**src/rtl/prirv32_instr_encoder.sv**
```systemverilog
// RV32I instruction encoder: turns decoded operation/register/immediate fields back into
// 32-bit instruction words and queues them, with a per-word error flag, in an output FIFO.
module prirv32_instr_encoder #(
  parameter int unsigned FIFO_DEPTH = 4
) (
  input  logic                          clk_in,
  input  logic                          rst_n,
  input  logic                          req_valid_i,
  output logic                          req_ready_o,
  input  logic [5:0]                    req_op_i,
  input  logic [4:0]                    req_rd_i,
  input  logic [4:0]                    req_rs1_i,
  input  logic [4:0]                    req_rs2_i,
  input  logic [31:0]                   req_imm_i,
  output logic                          out_valid_o,
  input  logic                          out_ready_i,
  output logic [31:0]                   out_instr_o,
  output logic                          out_err_o,
  output logic [$clog2(FIFO_DEPTH):0]   fifo_level_o,
  output logic [7:0]                    err_count_o
);

  localparam int unsigned PtrW = (FIFO_DEPTH > 1) ? $clog2(FIFO_DEPTH) : 1;
  localparam int unsigned LevelW = $clog2(FIFO_DEPTH) + 1;

  localparam logic [6:0] OpcLui    = 7'b0110111;
  localparam logic [6:0] OpcAuipc  = 7'b0010111;
  localparam logic [6:0] OpcJal    = 7'b1101111;
  localparam logic [6:0] OpcJalr   = 7'b1100111;
  localparam logic [6:0] OpcBranch = 7'b1100011;
  localparam logic [6:0] OpcLoad   = 7'b0000011;
  localparam logic [6:0] OpcStore  = 7'b0100011;
  localparam logic [6:0] OpcOpImm  = 7'b0010011;
  localparam logic [6:0] OpcOp     = 7'b0110011;
  localparam logic [6:0] OpcFence  = 7'b0001111;
  localparam logic [6:0] OpcSystem = 7'b1110011;
  localparam logic [6:0] F7Alt     = 7'b0100000;

  typedef enum logic [2:0] {FmtR, FmtI, FmtS, FmtB, FmtU, FmtJ, FmtSh, FmtFix} fmt_e;
  typedef enum logic [2:0] {ChkNone, ChkI, ChkB, ChkJ, ChkU, ChkSh, ChkHi} chk_e;

  fmt_e        fmt;
  chk_e        chk;
  logic [6:0]  opc;
  logic [2:0]  f3;
  logic [6:0]  f7;
  logic        illegal;
  logic [31:0] fix_word;

  always_comb begin
    fmt      = FmtR;
    chk      = ChkNone;
    opc      = 7'b0;
    f3       = 3'b000;
    f7       = 7'b0;
    illegal  = 1'b0;
    fix_word = 32'h0000_0000;
    case (req_op_i)
      6'd0:  begin fmt = FmtU; chk = ChkU; opc = OpcLui;   end
      6'd1:  begin fmt = FmtU; chk = ChkU; opc = OpcAuipc; end
      6'd2:  begin fmt = FmtJ; chk = ChkJ; opc = OpcJal;   end
      6'd3:  begin fmt = FmtI; chk = ChkI; opc = OpcJalr;  end
      6'd4:  begin fmt = FmtB; chk = ChkB; opc = OpcBranch; f3 = 3'b000; end
      6'd5:  begin fmt = FmtB; chk = ChkB; opc = OpcBranch; f3 = 3'b001; end
      6'd6:  begin fmt = FmtB; chk = ChkB; opc = OpcBranch; f3 = 3'b100; end
      6'd7:  begin fmt = FmtB; chk = ChkB; opc = OpcBranch; f3 = 3'b101; end
      6'd8:  begin fmt = FmtB; chk = ChkB; opc = OpcBranch; f3 = 3'b110; end
      6'd9:  begin fmt = FmtB; chk = ChkB; opc = OpcBranch; f3 = 3'b111; end
      6'd10: begin fmt = FmtI; chk = ChkI; opc = OpcLoad; f3 = 3'b000; end
      6'd11: begin fmt = FmtI; chk = ChkI; opc = OpcLoad; f3 = 3'b001; end
      6'd12: begin fmt = FmtI; chk = ChkI; opc = OpcLoad; f3 = 3'b010; end
      6'd13: begin fmt = FmtI; chk = ChkI; opc = OpcLoad; f3 = 3'b100; end
      6'd14: begin fmt = FmtI; chk = ChkI; opc = OpcLoad; f3 = 3'b101; end
      6'd15: begin fmt = FmtS; chk = ChkI; opc = OpcStore; f3 = 3'b000; end
      6'd16: begin fmt = FmtS; chk = ChkI; opc = OpcStore; f3 = 3'b001; end
      6'd17: begin fmt = FmtS; chk = ChkI; opc = OpcStore; f3 = 3'b010; end
      6'd18: begin fmt = FmtI; chk = ChkI; opc = OpcOpImm; f3 = 3'b000; end
      6'd19: begin fmt = FmtI; chk = ChkI; opc = OpcOpImm; f3 = 3'b010; end
      6'd20: begin fmt = FmtI; chk = ChkI; opc = OpcOpImm; f3 = 3'b011; end
      6'd21: begin fmt = FmtI; chk = ChkI; opc = OpcOpImm; f3 = 3'b100; end
      6'd22: begin fmt = FmtI; chk = ChkI; opc = OpcOpImm; f3 = 3'b110; end
      6'd23: begin fmt = FmtI; chk = ChkI; opc = OpcOpImm; f3 = 3'b111; end
      6'd24: begin fmt = FmtSh; chk = ChkSh; opc = OpcOpImm; f3 = 3'b001; end
      6'd25: begin fmt = FmtSh; chk = ChkSh; opc = OpcOpImm; f3 = 3'b101; end
      6'd26: begin fmt = FmtSh; chk = ChkSh; opc = OpcOpImm; f3 = 3'b101; f7 = F7Alt; end
      6'd27: begin opc = OpcOp; f3 = 3'b000; end
      6'd28: begin opc = OpcOp; f3 = 3'b000; f7 = F7Alt; end
      6'd29: begin opc = OpcOp; f3 = 3'b001; end
      6'd30: begin opc = OpcOp; f3 = 3'b010; end
      6'd31: begin opc = OpcOp; f3 = 3'b011; end
      6'd32: begin opc = OpcOp; f3 = 3'b100; end
      6'd33: begin opc = OpcOp; f3 = 3'b101; end
      6'd34: begin opc = OpcOp; f3 = 3'b101; f7 = F7Alt; end
      6'd35: begin opc = OpcOp; f3 = 3'b110; end
      6'd36: begin opc = OpcOp; f3 = 3'b111; end
      6'd37: begin fmt = FmtI; chk = ChkHi; opc = OpcFence; f3 = 3'b000; end
      6'd38: begin fmt = FmtI; chk = ChkI;  opc = OpcFence; f3 = 3'b001; end
      6'd39: begin fmt = FmtFix; fix_word = 32'h0000_0073; end
      6'd40: begin fmt = FmtFix; fix_word = 32'h0010_0073; end
      6'd41: begin fmt = FmtI; chk = ChkHi; opc = OpcSystem; f3 = 3'b001; end
      6'd42: begin fmt = FmtI; chk = ChkHi; opc = OpcSystem; f3 = 3'b010; end
      6'd43: begin fmt = FmtI; chk = ChkHi; opc = OpcSystem; f3 = 3'b011; end
      6'd44: begin fmt = FmtI; chk = ChkHi; opc = OpcSystem; f3 = 3'b101; end
      6'd45: begin fmt = FmtI; chk = ChkHi; opc = OpcSystem; f3 = 3'b110; end
      6'd46: begin fmt = FmtI; chk = ChkHi; opc = OpcSystem; f3 = 3'b111; end
      default: illegal = 1'b1;
    endcase
  end

  // Immediate range checks; "all same" means the upper bits are a pure sign extension.
  logic [31:0] imm;
  logic        i_ok, b_ok, j_ok, u_ok, sh_ok, hi_ok, range_ok;

  assign imm   = req_imm_i;
  assign i_ok  = (&imm[31:11]) | ~(|imm[31:11]);
  assign b_ok  = ~imm[0] & ((&imm[31:12]) | ~(|imm[31:12]));
  assign j_ok  = ~imm[0] & ((&imm[31:20]) | ~(|imm[31:20]));
  assign u_ok  = ~(|imm[11:0]);
  assign sh_ok = ~(|imm[31:5]);
  assign hi_ok = ~(|imm[31:12]);

  always_comb begin
    range_ok = 1'b1;
    case (chk)
      ChkI:    range_ok = i_ok;
      ChkB:    range_ok = b_ok;
      ChkJ:    range_ok = j_ok;
      ChkU:    range_ok = u_ok;
      ChkSh:   range_ok = sh_ok;
      ChkHi:   range_ok = hi_ok;
      default: range_ok = 1'b1;
    endcase
  end

  logic [31:0] enc_word;
  logic        enc_err;

  always_comb begin
    enc_word = 32'h0000_0000;
    case (fmt)
      FmtR:   enc_word = {f7, req_rs2_i, req_rs1_i, f3, req_rd_i, opc};
      FmtI:   enc_word = {imm[11:0], req_rs1_i, f3, req_rd_i, opc};
      FmtS:   enc_word = {imm[11:5], req_rs2_i, req_rs1_i, f3, imm[4:0], opc};
      FmtB:   enc_word = {imm[12], imm[10:5], req_rs2_i, req_rs1_i, f3, imm[4:1], imm[11], opc};
      FmtU:   enc_word = {imm[31:12], req_rd_i, opc};
      FmtJ:   enc_word = {imm[20], imm[10:1], imm[11], imm[19:12], req_rd_i, opc};
      FmtSh:  enc_word = {f7, imm[4:0], req_rs1_i, f3, req_rd_i, opc};
      FmtFix: enc_word = fix_word;
      default: enc_word = 32'h0000_0000;
    endcase
  end

  assign enc_err = illegal | ~range_ok;

  // Output FIFO
  logic [32:0]       mem_q [FIFO_DEPTH];
  logic [PtrW-1:0]   wr_ptr_q, rd_ptr_q;
  logic [LevelW-1:0] level_q, level_d;
  logic [7:0]        err_count_q, err_count_d;
  logic              push, pop;

  assign req_ready_o = (level_q != LevelW'(FIFO_DEPTH));
  assign out_valid_o = (level_q != '0);
  assign push        = req_valid_i & req_ready_o;
  assign pop         = out_valid_o & out_ready_i;

  always_comb begin
    level_d = level_q;
    case ({push, pop})
      2'b10:   level_d = level_q + 1'b1;
      2'b01:   level_d = level_q - 1'b1;
      default: level_d = level_q;
    endcase
    err_count_d = err_count_q;
    if (push && enc_err && (err_count_q != 8'hFF)) begin
      err_count_d = err_count_q + 8'd1;
    end
  end

  always_ff @(posedge clk_in or negedge rst_n) begin
    if (!rst_n) begin
      wr_ptr_q    <= '0;
      rd_ptr_q    <= '0;
      level_q     <= '0;
      err_count_q <= '0;
    end else begin
      if (push) wr_ptr_q <= wr_ptr_q + 1'b1;
      if (pop)  rd_ptr_q <= rd_ptr_q + 1'b1;
      level_q     <= level_d;
      err_count_q <= err_count_d;
    end
  end

  // Storage needs no reset: entries are only observed through a nonzero level.
  always_ff @(posedge clk_in) begin
    if (push) begin
      mem_q[wr_ptr_q] <= enc_err ? {1'b1, 32'h0000_0000} : {1'b0, enc_word};
    end
  end

  assign out_instr_o  = out_valid_o ? mem_q[rd_ptr_q][31:0] : 32'h0000_0000;
  assign out_err_o    = out_valid_o & mem_q[rd_ptr_q][32];
  assign fifo_level_o = level_q;
  assign err_count_o  = err_count_q;

endmodule

```
**config.mk**
```make
export PLATFORM = sky130hd
export DESIGN_NAME = prirv32_instr_encoder
export DESIGN_NICKNAME = d
export VERILOG_FILES = /design/src/rtl/prirv32_instr_encoder.sv
export SDC_FILE = /design/constraint.sdc
export NUM_CORES = 1
export LEC_CHECK = 0
export ABC_AREA = 1
export BUFFER_PORTS_ARGS = -buffer_cell sky130_fd_sc_hd__buf_2
export CAP_MARGIN = 40
export CORE_MARGIN = 4
export CORE_UTILIZATION = 45
export DETAILED_ROUTE_END_ITERATION = 8
export GPL_ROUTABILITY_DRIVEN = 0
export PLACE_DENSITY = 0.67
export SLEW_MARGIN = 20
export SYNTH_ARGS = -nofsm -noshare
export SYNTH_HDL_FRONTEND = slang
export SYNTH_SLANG_ARGS = --single-unit
```
**constraint.sdc**
```tcl
create_clock -name clk_in -period 2.6 [get_ports clk_in]
set_clock_uncertainty 0.1 [all_clocks]
set_input_delay 0 -clock clk_in [delete_from_list [all_inputs] [get_ports clk_in]]
set_output_delay 0 -clock clk_in [all_outputs]
set_load 0.05 [all_outputs]
```
; ---- Word level (Yosys, flattened, before mapping)
; Memory sizes are Yosys's and may differ from the RTL's.
; Cells that the tools add are included.
[classes]
addsub = 5
n_mul = 0
div = 0
order_cmp = 0
eq_ne = 63
n_shift = 0
mux = 14
bitwise_logic = 16
n_reduce_logical = 36
[op_table]
columns = cell, n
row1 = case mux 32 bit (8 select lines), 1
row2 = "equality test 6 x 5 -> 1 bit, second input constant", 16
row3 = "equality test 6 bit, second input constant", 15
row4 = case mux 7 bit (11 select lines), 1
row5 = "equality test 6 x 4 -> 1 bit, second input constant", 8
row6 = OR reduction 47 bit, 1
row7 = case mux 21 bit (2 select lines), 1
row8 = case mux 3 bit (7 select lines), 2
row9 = OR reduction 20 bit, 2
row10 = two-way mux 33 bit, 1
row11 = two-way mux 32 bit, 1
row12 = OR reduction 27 bit, 1
row13 = "equality test 6 x 3 -> 1 bit, second input constant", 4
row14 = OR reduction 12 bit, 2
row15 = "equality test 3 bit, second input constant", 7
row16 = AND reduction 21 bit, 1
row17 = OR reduction 21 bit, 1
row18 = OR reduction 7 bit, 3
row19 = AND reduction 20 bit, 1
row20 = case mux 3 bit (6 select lines), 1
row21 = OR reduction 16 bit, 1
row22 = "equality test 3 x 2 -> 1 bit, second input constant", 4
row23 = "equality test 6 x 2 -> 1 bit, second input constant", 2
row24 = AND reduction 12 bit, 1
row25 = 29 further kinds, 56
[totals]
regBits = 15
latchBits = 0
ramBits = 132
mem_bits_ro = 0
n_memories = 1
[memory_table]
columns = memory, depth, width, read_ports, rd_ports_with_merged_regs, wr, line
row1 = mem_q, 4, 33, 1, 0, 1, 156  ; logic [32:0] mem_q [FIFO_DEPTH];

; ---- Depth between registers and ports, before layout
; Gate-level depths: netlist of run 1.
[logic_depth]
depth_word = 9
ltp_mapped = 18
depth_no_buf = 17

; ---- Least setup slack after synthesis of run 1
; No wires, ideal clock.
[synth_timing]
kind = register -> register
startpoint = register level_q[1], in the netlist fifo_level_o[1]
endpoint = memory mem_q[0][10] (enable)
setup_ns = 0.421
arrival_ns = 2.927
t_required_ns = 2.079
setup_slack_ns = -0.848
stages_incl_launch_ff = 5
synth_period_minus_slack_ns = 3.448
cell_sequence = dfrtp_1 > inv_1 > nand3_1 > nand2_1 > nor2_1
[synth_between]
elab_chain_cells = 4
[synth_rtl]
columns = element, line
row1 = start: declaration, 158  ; logic [LevelW-1:0] level_q, level_d;
row2 = start signal: assignment, 189  ; level_q <= level_d;
row3 = != test 3 bit, 162  ; assign req_ready_o = (level_q != LevelW'(FIFO_DEPTH));
row4 = via req_ready_o, 9  ; output logic req_ready_o,
row5 = AND 1 bit, 164  ; assign push = req_valid_i & req_ready_o;
row6 = two-way mux 1 bit, 196  ; if (push) begin
row7 = two-way mux 1 bit, 197  ; mem_q[wr_ptr_q] <= enc_err ? {1'b1, 32'h0000_0000} : {1'b0, enc_word};
row8 = end: declaration, 156
; The timed path passes the listed nets, and every way through them passes these cells.

; ---- Worst setup path after layout of run 1
[layout_timing]
startpoint = input req_imm_i[14]
endpoint = memory mem_q[1][15], data pin
[layout_between]
elab_chain_cells = 8
[layout_rtl]
columns = element, line
row1 = start: declaration, 14  ; input logic [31:0] req_imm_i,
row2 = OR reduction 20 bit, "116, 120"
row3 = NOT 1 bit, "116, 120"
row4 = OR 1 bit, 116  ; assign b_ok = ~imm[0] & ((&imm[31:12]) | ~(|imm[31:12]));
row5 = AND 1 bit, 116
row6 = case mux 1 bit (6 select lines) (*), 124  ; case (chk)
row7 = NOT 1 bit (*), 153  ; assign enc_err = illegal | ~range_ok;
row8 = OR 1 bit (*), 153
row9 = two-way mux 33 bit (*), 197
; Every way passes the cells marked *; elsewhere a longest branch is shown, timed or not.

==> results.sh, run 1 <==
export IMPL_drive_gt1_share_pct=19.2
export IMPL_reg2reg_depth=9
export IMPL_p_comb_share_pct=47.0
export IMPL_yosys_area_top_type="edfxtp_1"
export IMPL_grt_start_max_net_pins=66
export IMPL_rsz0062_at_grt="no"
export IMPL_pre_cts_slack_ns=0.146
export IMPL_postLayoutCellArea_um2=9220
export IMPL_whs_path_depth=3
export IMPL_row_count=46
export IMPL_grt_pass1_vias=6193
export IMPL_clk_pin_slew_ns=0.06
export IMPL_via_per_inst=5.47
export IMPL_synth_most_common_cell="nor2_1"
export IMPL_switching_share_pct=45.8
export IMPL_crit_path_cell_trace="dlygate4sd3_1, buf_2, nor2_1, nand2_1, nor2_1, nand3_1, o21ai_1, inv_1, nor2_1, nor2_1, nand2_1, nand2_1, buf_4, a21oi_1, dlygate4sd3_1"
export IMPL_power_density_nw_per_um2=1190
export IMPL_syn_avg_cell_area_um2=8.91
export IMPL_syn_area_um2=7460
export IMPL_required_ns=2.76
export IMPL_grt_util_all_layers_pct=22.2
export IMPL_synth_common_cells="nor2_1 (207), edfxtp_1 (128), nand2_1 (109)"
export IMPL_clock_path_buffers=2
export IMPL_max_clock_freq_ghz=0.410
export IMPL_placed_cell_area_um2=8350
export IMPL_setup_tns_ns=0
export IMPL_num_io_pins=103
export IMPL_syn_nets=901
export IMPL_p_seq_share_pct=30.1
export IMPL_synthArstFlopShare_pct=10.5
export IMPL_fin_crit_sh_pct=93.8
export IMPL_hold_class="in -> reg"
export IMPL_final_max_slew_viol_count=0
export IMPL_reg2reg_from="fifo_level_o[0]"
export IMPL_synth_edf_count=128
export IMPL_dp_hpwl_um=13700
export IMPL_antenna_left=0
export IMPL_synth_cells=837
export IMPL_slowest_stage="dlygate4sd3_1"
export IMPL_routed_wl_um=20200
export IMPL_initial_core_util_pct=46.5
export IMPL_synth_seq_area_share_pct=56.5
export IMPL_slew_headroom_pct=52.5
export IMPL_synth_area_leaders="edfxtp_1 (52%), nor2_1 (10%), nand2_1 (5.5%), o21ai_0 (5.4%), dfrtp_1 (5.0%)"
export IMPL_crit_family="buffers and inverters"
export IMPL_rrSetupSlack_ns=0.46
export IMPL_max_stage_delay_ns=0.62
export IMPL_grt_pass1_wl_um=31800
export IMPL_vdd_ir_drop_max_mv=0.701
export IMPL_clock_latency_ns=0.41
export IMPL_wire_per_inst_um=16.8
export IMPL_post_route_drc_count=0
export IMPL_cp_start_kind="input pin"
export IMPL_intPower_mw=5.96
export IMPL_critPathKind="in -> reg"
export IMPL_leakagePower_nw=3.79
export IMPL_yosysUniqueCellTypes=38
export IMPL_hp_start="req_imm_i[16]"
export IMPL_worst_slack_ns=0.162
export IMPL_ys_flop_type="edfxtp_1"
export IMPL_die_area_um2=18700
export IMPL_synth_top_area_share_pct=51.5
export IMPL_critPathMaxFanout=9
export IMPL_vias=6583
export IMPL_die_y_um=137
export IMPL_ys_seq_elements=143
export IMPL_nets=1040
export IMPL_cts_buffers=17
export IMPL_worst_ep_arrival_time_ns=2.60
export IMPL_violations="hold timing"
export IMPL_cts_tree="built"
export IMPL_worst_path_buf_inv=5
export IMPL_drtPass1Iterations=5
export IMPL_cp_common_cell="nor2_1"
export IMPL_diodes=0
export IMPL_cts_root_buf="clkbuf_16"
export IMPL_netSwitchingPower_mw=5.03
export IMPL_gr_total_overflow=0
export IMPL_core_um2=16100
export IMPL_area_growth_pct=23.5
export IMPL_worst_slew_pin_slew_ns=0.712
export IMPL_cts_htree_levels=4
export IMPL_cap_violations=0
export IMPL_whs_ns=-0.00603
export IMPL_antenna_found_initial=0
export IMPL_clock_sinks=143
export IMPL_finalCriticalPeriod_ns=2.44
export IMPL_r2r_end="fifo_level_o[2]"
export IMPL_synth_warnings=0
export IMPL_drt_first_iter_violations=662
export IMPL_status="complete, but fails checks"
export IMPL_die_w_um=137
export IMPL_report_final_setup_viol=0
export IMPL_numPortBuffers=102
export IMPL_finalHoldViolCount=2
export IMPL_pwr_share_clk_pct=22.8
export IMPL_min_to="mem_q[2][16]"
export IMPL_critPathCaptureType="register"
==> layout make-up <==
type,instances,area (um2)
Clock buffer,18,429
Clock inverter,13,189
Fill cell,1377,6840
Inverter,63,236
Multi-Input combinational cell,595,2880
Sequential cell,143,4220
Tap cell,216,270
Timing Repair Buffer,156,988
==> what timing repair did <==
action,4_1_cts,5_1_grt
hold endpoints to repair,68,4
hold buffers,22,1
gates resized for setup,0,2
buffers inserted,0,2
endpoints found under the setup margin,0,16
==> layout by cell type (no fill, tap or decap), drive strengths merged, types with 2 or more instances in the layout <==
cell type,netlist,routed
a21oi,54,54
clkinvlp,0,5
dfrtp,15,15
o22ai,4,4
bufinv,0,4
a211oi,2,2
o21a,2,2
ha,6,6
nor2,212,212
nor4,2,2
xor2,5,5
inv,63,64
a22oi,7,7
clkbuf,26,18
a221oi,3,3
nand3,50,50
nand4,26,26
dlygate4sd3,0,21
clkinv,0,3
o21ai,82,82
nor3,14,14
nand2,111,111
a31oi,9,9
xnor2,2,2
edfxtp,128,128
buf,10,135
==> state kept, by name (all words and copies together) (netlist names) <==
name,flops
mem_q,128
rd_ptr_q,2
fifo_level_o,3
err_count_o,8
wr_ptr_q,2
==> power by group through the flow <==
stage	Clock [mW]	Sequential (mW)	Combinational (mW)
final	2.51	3.31	5.17
after global routing	2.65	3.36	5.60
after CTS	2.53	3.32	5.21
after detailed placement	0	3.36	5.15
after global placement	0	3.35	5.13
after floorplan	0	3.51	3.66
==> worst max-delay path by stage <==
stage               startpoint              end  depth (start not counted)
2_1_floorplan  fifo_level_o[0]  fifo_level_o[2]                          9
5_1_grt            req_op_i[1]     mem_q[2][19]                         13
6_report         req_imm_i[14]     mem_q[1][15]                         15
3_5_place_dp       req_op_i[1]     mem_q[2][28]                         17
3_3_place_gp       req_op_i[1]     mem_q[2][28]                         15
4_1_cts          req_imm_i[14]     mem_q[2][18]                         15
==> worst reg2reg max path, delay by kind of cell (launching register included) <==
family                   cells  cell delay, ns
AO/OA/AOI/OAI                2            0.27
flip-flops                   1            0.43
XOR/XNOR                     1            0.14
adder cells (fa/ha/maj)      2            0.57
AND/OR/NAND/NOR              2            0.33
buffers and inverters        2            0.19
==> metrics by stage <==
step / util, % / total power [mW] / instances / hold WS (ns)
floorplan: - / 7.17 / 837 / -0.396
global placement: 52.0 / 8.48 / 1149 / -0.167
detailed placement: 52.0 / 8.52 / 1149 / -0.162
CTS: 57.2 / 11.0 / 1202 / 0.00115
global route: 57.4 / 11.6 / 1204 / 0.0162
finish: 57.4 / 11.0 / 1204 / -0.00603
==> per-layer routing <==
metal | GRT usage (%) | up-vias | share of wire [%]
met1 | 30.3 | 3033 | 41
met5 | 0 | - | 0
met3 | 4.56 | 47 | 9.2
met2 | 35.6 | 331 | 47
li1 | - | 3172 | -
met4 | 7.50 | 0 | 2.3
==> logic make-up after synthesis <==
family	after synthesis	synth area share (%)
simple gates	417	24.1
compound gates	164	11.8
flops	143	56.5
buf+inv	99	5.43
xor+xnor	7	0.822
fa+ha+maj	7	1.27
No activity file was read; power rests on OpenSTA's default activity.
==> inputs of run 2 (changes only) <==
==> constraint.sdc (replaced) <==
create_clock -name clk_in -period 2.6 [get_ports clk_in]
set_clock_uncertainty 0.1 [all_clocks]
set_input_delay 0.52 -clock clk_in [delete_from_list [all_inputs] [get_ports clk_in]]
set_output_delay 0.52 -clock clk_in [all_outputs]
set_load 0.05 [all_outputs]
==> run 2 against run 1 <==
Against the previous run: the run now ends clean; critical path depth down 10; global-route usage grew 1.3 points; sequential cell count stayed put; non-clock buffer count grew 66; largest power group unchanged; clock power decreased by 10%; critical endpoint is now out_instr_o[6]; power rose by 1.4%; maximum frequency decreased by 4.6%.
==> results.sh, run 2 (synthesized netlist as in run 1, its figures left out) <==
export IMPL_nets=1106
export IMPL_critPathMaxFanout=33
export IMPL_num_io_pins=103
export IMPL_vdd_ir_drop_max_mv=0.713
export IMPL_rsz0062_at_grt="yes"
export IMPL_row_count=46
export IMPL_cap_violations=0
export IMPL_drive_gt1_share_pct=28.2
export IMPL_layout_commonest_cell="nor2_1"
export IMPL_core_um2=16100
export IMPL_multi_input_area_um2=2970
export IMPL_cts_tree="built"
export IMPL_largest_reg_flops=128
export IMPL_final_cell_mix="nor2_1 (199), edfxtp_1 (128), buf_4 (118)"
export IMPL_pwr_share_clk_pct=20.2
export IMPL_whs_ns=0.401
export IMPL_rrSetupSlack_ns=0.47
export IMPL_grt_util_all_layers_pct=23.5
export IMPL_wire_per_inst_um=16.9
export IMPL_leakagePower_nw=4.12
export IMPL_drtPass1Iterations=5
export IMPL_regArea_um2=4220
export IMPL_post_route_drc_count=0
export IMPL_critPathCaptureType="primary output"
export IMPL_fin_crit_sh_pct=98.3
export IMPL_max_clock_freq_ghz=0.391
export IMPL_cts_htree_levels=4
export IMPL_finalHoldViolCount=0
export IMPL_hold_class="reg -> reg"
export IMPL_power_density_nw_per_um2=1140
export IMPL_final_max_slew_viol_count=0
export IMPL_status="finished clean"
export IMPL_slew_headroom_pct=65.1
export IMPL_clock_latency_ns=0.42
export IMPL_cts_buffers=17
export IMPL_gr_total_overflow=0
export IMPL_via_per_inst=5.37
export IMPL_grt_pass1_wl_um=33700
export IMPL_antenna_left=0
export IMPL_area_growth_pct=30.8
export IMPL_vias=6829
export IMPL_report_final_setup_viol=0
export IMPL_die_area_um2=18700
export IMPL_intPower_mw=5.88
export IMPL_numPortBuffers=102
export IMPL_clock_path_buffers=2
export IMPL_switching_share_pct=47.2
export IMPL_p_comb_share_pct=49.9
export IMPL_worst_slew_pin_slew_ns=0.524
export IMPL_fillers=1378
export IMPL_die_w_um=137
export IMPL_netSwitchingPower_mw=5.27
export IMPL_grt_start_max_net_pins=34
export IMPL_dp_hpwl_um=15400
export IMPL_setup_tns_ns=0
export IMPL_antenna_found_initial=0
export IMPL_die_y_um=137
export IMPL_p_seq_share_pct=29.9
export IMPL_clk_pin_slew_ns=0.06
export IMPL_required_ns=1.98
export IMPL_drt_first_iter_violations=572
export IMPL_cp_start_kind="register"
export IMPL_initial_core_util_pct=46.5
export IMPL_critPathKind="reg -> out"
export IMPL_regMostFlops="mem_q"
export IMPL_grt_pass1_vias=6393
export IMPL_worst_ep_arrival_time_ns=1.94
export IMPL_clock_sinks=143
export IMPL_cts_root_buf="clkbuf_16"
export IMPL_routed_wl_um=21400
export IMPL_diodes=0
export IMPL_finalCriticalPeriod_ns=2.56
run 2: changes by cell type in the layout (fill, tap and decap cells not counted), moves of 6 or more:
cell	before	now
buf_4	31	118
dlygate4sd3_1	21	1
a22oi_1	7	1
buf_2	102	91
a22oi_2	0	6
run 2: layer usage:
layer | track usage (%) | part of all wire, % | vias up
met5 | 0 | 0 | -
met4 | 6.61 | 1.3 | 0
met3 | 4.15 | 8.1 | 26
met2 | 37.8 | 47 | 331
met1 | 32.9 | 44 | 3161
li1 | - | - | 3311
run 2: area by class of cell:
cell class | instances | share of cell area (%)
Tap cell | 216 | 2.77
Sequential cell | 143 | 43.3
Timing Repair Buffer | 222 | 15.4
Inverter | 63 | 2.46
Multi-Input combinational cell | 595 | 30.4
Clock inverter | 15 | 1.32
Clock buffer | 17 | 4.36
run 2: what timing repair did:
action | 4_1_cts | 5_1_grt
pin swaps | 0 | 3
hold endpoints to repair | 15 | 0
gates resized for setup | 6 | 41
hold buffers | 1 | 0
endpoints found under the setup margin | 155 | 88
setup buffers | 3 | 0
run 2: final timing paths:
path                            startpoint         endpoint  cells past startpoint
setup / recovery               rd_ptr_q[1]   out_instr_o[6]                      5
hold / removal              err_count_o[4]   err_count_o[4]                      2
setup reg to reg           fifo_level_o[0]  fifo_level_o[2]                      9
hold reg to reg             err_count_o[4]   err_count_o[4]                      2
max in group asynchronous            rst_n      rd_ptr_q[0]                      2
min in group asynchronous            rst_n   err_count_o[5]                      2
run 2: power groups by stage:
stage          combinational, mW  sequential, mW  clock [mW]
2_1_floorplan               3.67            3.51           0
3_3_place_gp                5.29            3.39           0
3_5_place_dp                5.35            3.39           0
4_1_cts                     5.45            3.34        2.26
5_1_grt                     5.95            3.39        2.36
6_report                    5.56            3.34        2.25
run 2: worst max-delay path, stage by stage (launching register included):
cell	delay, ns
dfrtp_1	0.41
buf_4	0.29
nor2_1	0.15
o21ai_0	0.09
a21oi_1	0.26
buf_2	0.32
run 2: stage by stage:
| step | power (mW) | cell area [um2] | utilization [%] | setup WS [ns] | instances |
|---|---|---|---|---|---|
| final | 11.1 | 9760 | 60.8 | 0.0437 | 1271 |
| after global routing | 11.7 | 9760 | 60.8 | -0.0646 | 1271 |
| after CTS | 11.0 | 9630 | 60.0 | 0.0141 | 1271 |
| after detailed placement | 8.74 | 9030 | 56.2 | -0.607 | 1235 |
| after global placement | 8.68 | 9030 | 56.2 | -0.587 | 1235 |
| after floorplan | 7.18 | 7500 | - | 0.00263 | 837 |
==> inputs of run 3 (changes only) <==
Settings changed: ABC_AREA 1 to 0, PLACE_DENSITY 0.67 to 0.68.
==> run 3 against run 2 <==
Against the previous run: the flow now finishes with violations (setup timing); maximum frequency down 2.4%; largest power group unchanged; utilization grew 2.4 points; clock power shrank 2%; power down 0.83%; critical endpoint is now mem_q[0][2]; die area is 2.2% lower; combinational power grew 0.7%; critical path type is now in -> reg.
==> results.sh, run 3 <==
export IMPL_status="complete, but fails checks"
export IMPL_violations="setup timing"
export IMPL_area_growth_pct=37.7
export IMPL_synthArstFlopShare_pct=10.5
export IMPL_nets=839
export IMPL_p_seq_share_pct=29.4
export IMPL_antenna_found_initial=0
export IMPL_synth_top_area_share_pct=52.8
export IMPL_routed_wl_um=20600
export IMPL_clock_path_buffers=2
export IMPL_cp_start_kind="input pin"
export IMPL_synth_edf_count=128
export IMPL_report_final_setup_viol=4
export IMPL_post_route_drc_count=0
export IMPL_grt_util_all_layers_pct=22.3
export IMPL_grt_start_max_net_pins=34
export IMPL_ys_seq_elements=143
export IMPL_p_comb_share_pct=50.7
export IMPL_rsz0062_at_grt="yes"
export IMPL_clock_latency_ns=0.42
export IMPL_regArea_um2=4220
export IMPL_dp_hpwl_um=14300
export IMPL_whs_ns=0.390
export IMPL_critPathKind="in -> reg"
export IMPL_max_clock_freq_ghz=0.382
export IMPL_critPathMaxFanout=7
export IMPL_yosys_area_top_type="edfxtp_1"
export IMPL_num_io_pins=103
export IMPL_multi_input_area_um2=3130
export IMPL_worst_slack_ns=-0.0200
export IMPL_instances_no_fill=1004
export IMPL_vias=5797
export IMPL_die_area_um2=18300
export IMPL_synth_most_common_cell="edfxtp_1"
export IMPL_hold_class="reg -> reg"
export IMPL_worst_ep_arrival_time_ns=2.78
export IMPL_via_per_inst=5.77
export IMPL_syn_avg_cell_area_um2=12.8
export IMPL_synth_warnings=0
export IMPL_synth_cells=570
export IMPL_clock_sinks=143
export IMPL_dpl_cell_count=962
export IMPL_drt_first_iter_violations=531
export IMPL_synth_common_cells="edfxtp_1 (128), nor2_1 (55), and2_1 (35)"
export IMPL_numPortBuffers=102
export IMPL_netSwitchingPower_mw=4.45
export IMPL_setup_tns_ns=-0.0798
export IMPL_finalHoldViolCount=0
export IMPL_die_w_um=135
export IMPL_initial_core_util_pct=45.9
export IMPL_postLayoutCellArea_um2=10000
export IMPL_ys_flop_type="edfxtp_1"
export IMPL_cts_tree="built"
export IMPL_cts_root_buf="clkbuf_16"
export IMPL_leakagePower_nw=3.87
export IMPL_vdd_ir_drop_max_mv=0.682
export IMPL_fillers=1201
export IMPL_row_count=46
export IMPL_yosysUniqueCellTypes=61
export IMPL_worst_slew_pin_slew_ns=0.553
export IMPL_syn_nets=634
export IMPL_gr_total_overflow=0
export IMPL_layout_commonest_cell="edfxtp_1"
export IMPL_fin_crit_sh_pct=101
export IMPL_regMostFlops="mem_q"
export IMPL_cts_buffers=17
export IMPL_pwr_share_clk_pct=19.9
export IMPL_synth_area_leaders="edfxtp_1 (53%), mux4_2 (9.9%), dfrtp_1 (5.2%), and2_1 (3.0%), nor2_1 (2.8%)"
export IMPL_drive_gt1_share_pct=45.3
export IMPL_antenna_left=0
export IMPL_core_um2=15900
export IMPL_finalCriticalPeriod_ns=2.62
export IMPL_slew_headroom_pct=63.1
export IMPL_grt_pass1_wl_um=31200
export IMPL_wire_per_inst_um=20.5
export IMPL_power_mw=11.1
export IMPL_switching_share_pct=40.2
export IMPL_die_y_um=135
export IMPL_clk_pin_slew_ns=0.06
export IMPL_grt_pass1_vias=5807
export IMPL_pre_cts_slack_ns=-0.415
export IMPL_drtPass1Iterations=8
export IMPL_largest_reg_flops=128
export IMPL_power_density_nw_per_um2=1100
export IMPL_required_ns=2.76
export IMPL_placed_cell_area_um2=8870
export IMPL_critPathCaptureType="register"
export IMPL_final_max_slew_viol_count=0
export IMPL_utilization_pct=63.2
export IMPL_cts_htree_levels=4
export IMPL_final_cell_mix="edfxtp_1 (128), buf_4 (118), buf_2 (62)"
export IMPL_cap_violations=0
export IMPL_diodes=0
export IMPL_intPower_mw=6.61
export IMPL_syn_area_um2=7290
export IMPL_synth_seq_area_share_pct=57.9
-- run 3: cells by family after synthesis --
kind of cell | Yosys count | share of synthesized area (%)
AO/OA/AOI/OAI | 124 | 11.8
XOR/XNOR | 15 | 1.80
adder cells (fa/ha/maj) | 7 | 1.31
buffers and inverters | 56 | 3.26
flip-flops | 143 | 57.9
multiplexers | 39 | 10.9
AND/OR/NAND/NOR | 186 | 13.0
-- run 3: area by class of cell --
cell class	count	share of cell area, %
Clock buffer	21	4.39
Clock inverter	11	0.923
Inverter	14	0.524
Multi-Input combinational cell	371	31.2
Sequential cell	143	42.1
Tap cell	216	2.69
Timing Repair Buffer	228	18.2
-- run 3: path summary, 6_finish.rpt --
check | startpoint | endpoint | slack, ns | cells past startpoint
worst max-delay path | req_op_i[4] | mem_q[0][2] | -0.02 | 9
max in group asynchronous | rst_n | rd_ptr_q[0] | 1.66 | 2
worst min register to register | err_count_o[5] | err_count_o[5] | 0.39 | 1
worst max register to register | fifo_level_o[0] | fifo_level_o[2] | 0.22 | 10
worst min-delay path | err_count_o[5] | err_count_o[5] | 0.39 | 1
min in group asynchronous | rst_n | fifo_level_o[2] | 0.44 | 2
-- run 3: repair_timing --
action	CTS	global route
cloned	0	3
pin swaps	0	13
endpoints found under the setup margin	29	98
resized for setup	43	103
hold buffers	1	0
setup buffers	1	6
hold endpoints to repair	15	0
-- run 3: power groups by stage --
stage / sequential (mW) / clock, mW / combinational, mW
floorplan: 3.48 / 0 / 3.25
global placement: 3.29 / 0 / 4.66
detailed placement: 3.33 / 0 / 4.73
CTS: 3.27 / 2.23 / 5.15
global route: 3.30 / 2.34 / 5.89
finish: 3.25 / 2.20 / 5.60
-- run 3: layer usage --
| layer | wire length (um) | GRT usage [%] | share of wire (%) | up-vias |
|---|---|---|---|---|
| li1 | - | - | - | 2627 |
| met4 | 454 | 8.68 | 2.2 | 0 |
| met5 | 0 | 0 | 0 | - |
| met2 | 10400 | 36.0 | 51 | 277 |
| met1 | 8210 | 30.0 | 40 | 2855 |
| met3 | 1510 | 4.38 | 7.3 | 38 |
-- run 3: worst max-delay path, stage by stage --
cell and delay (ns):
buf_2 0.16, nand2b_4 0.17, o31ai_4 0.27, a21oi_4 0.11, a2111oi_4 0.29, o21ai_1 0.09, a311o_2 0.42, or4_4 0.57
a21oi_4 0.16
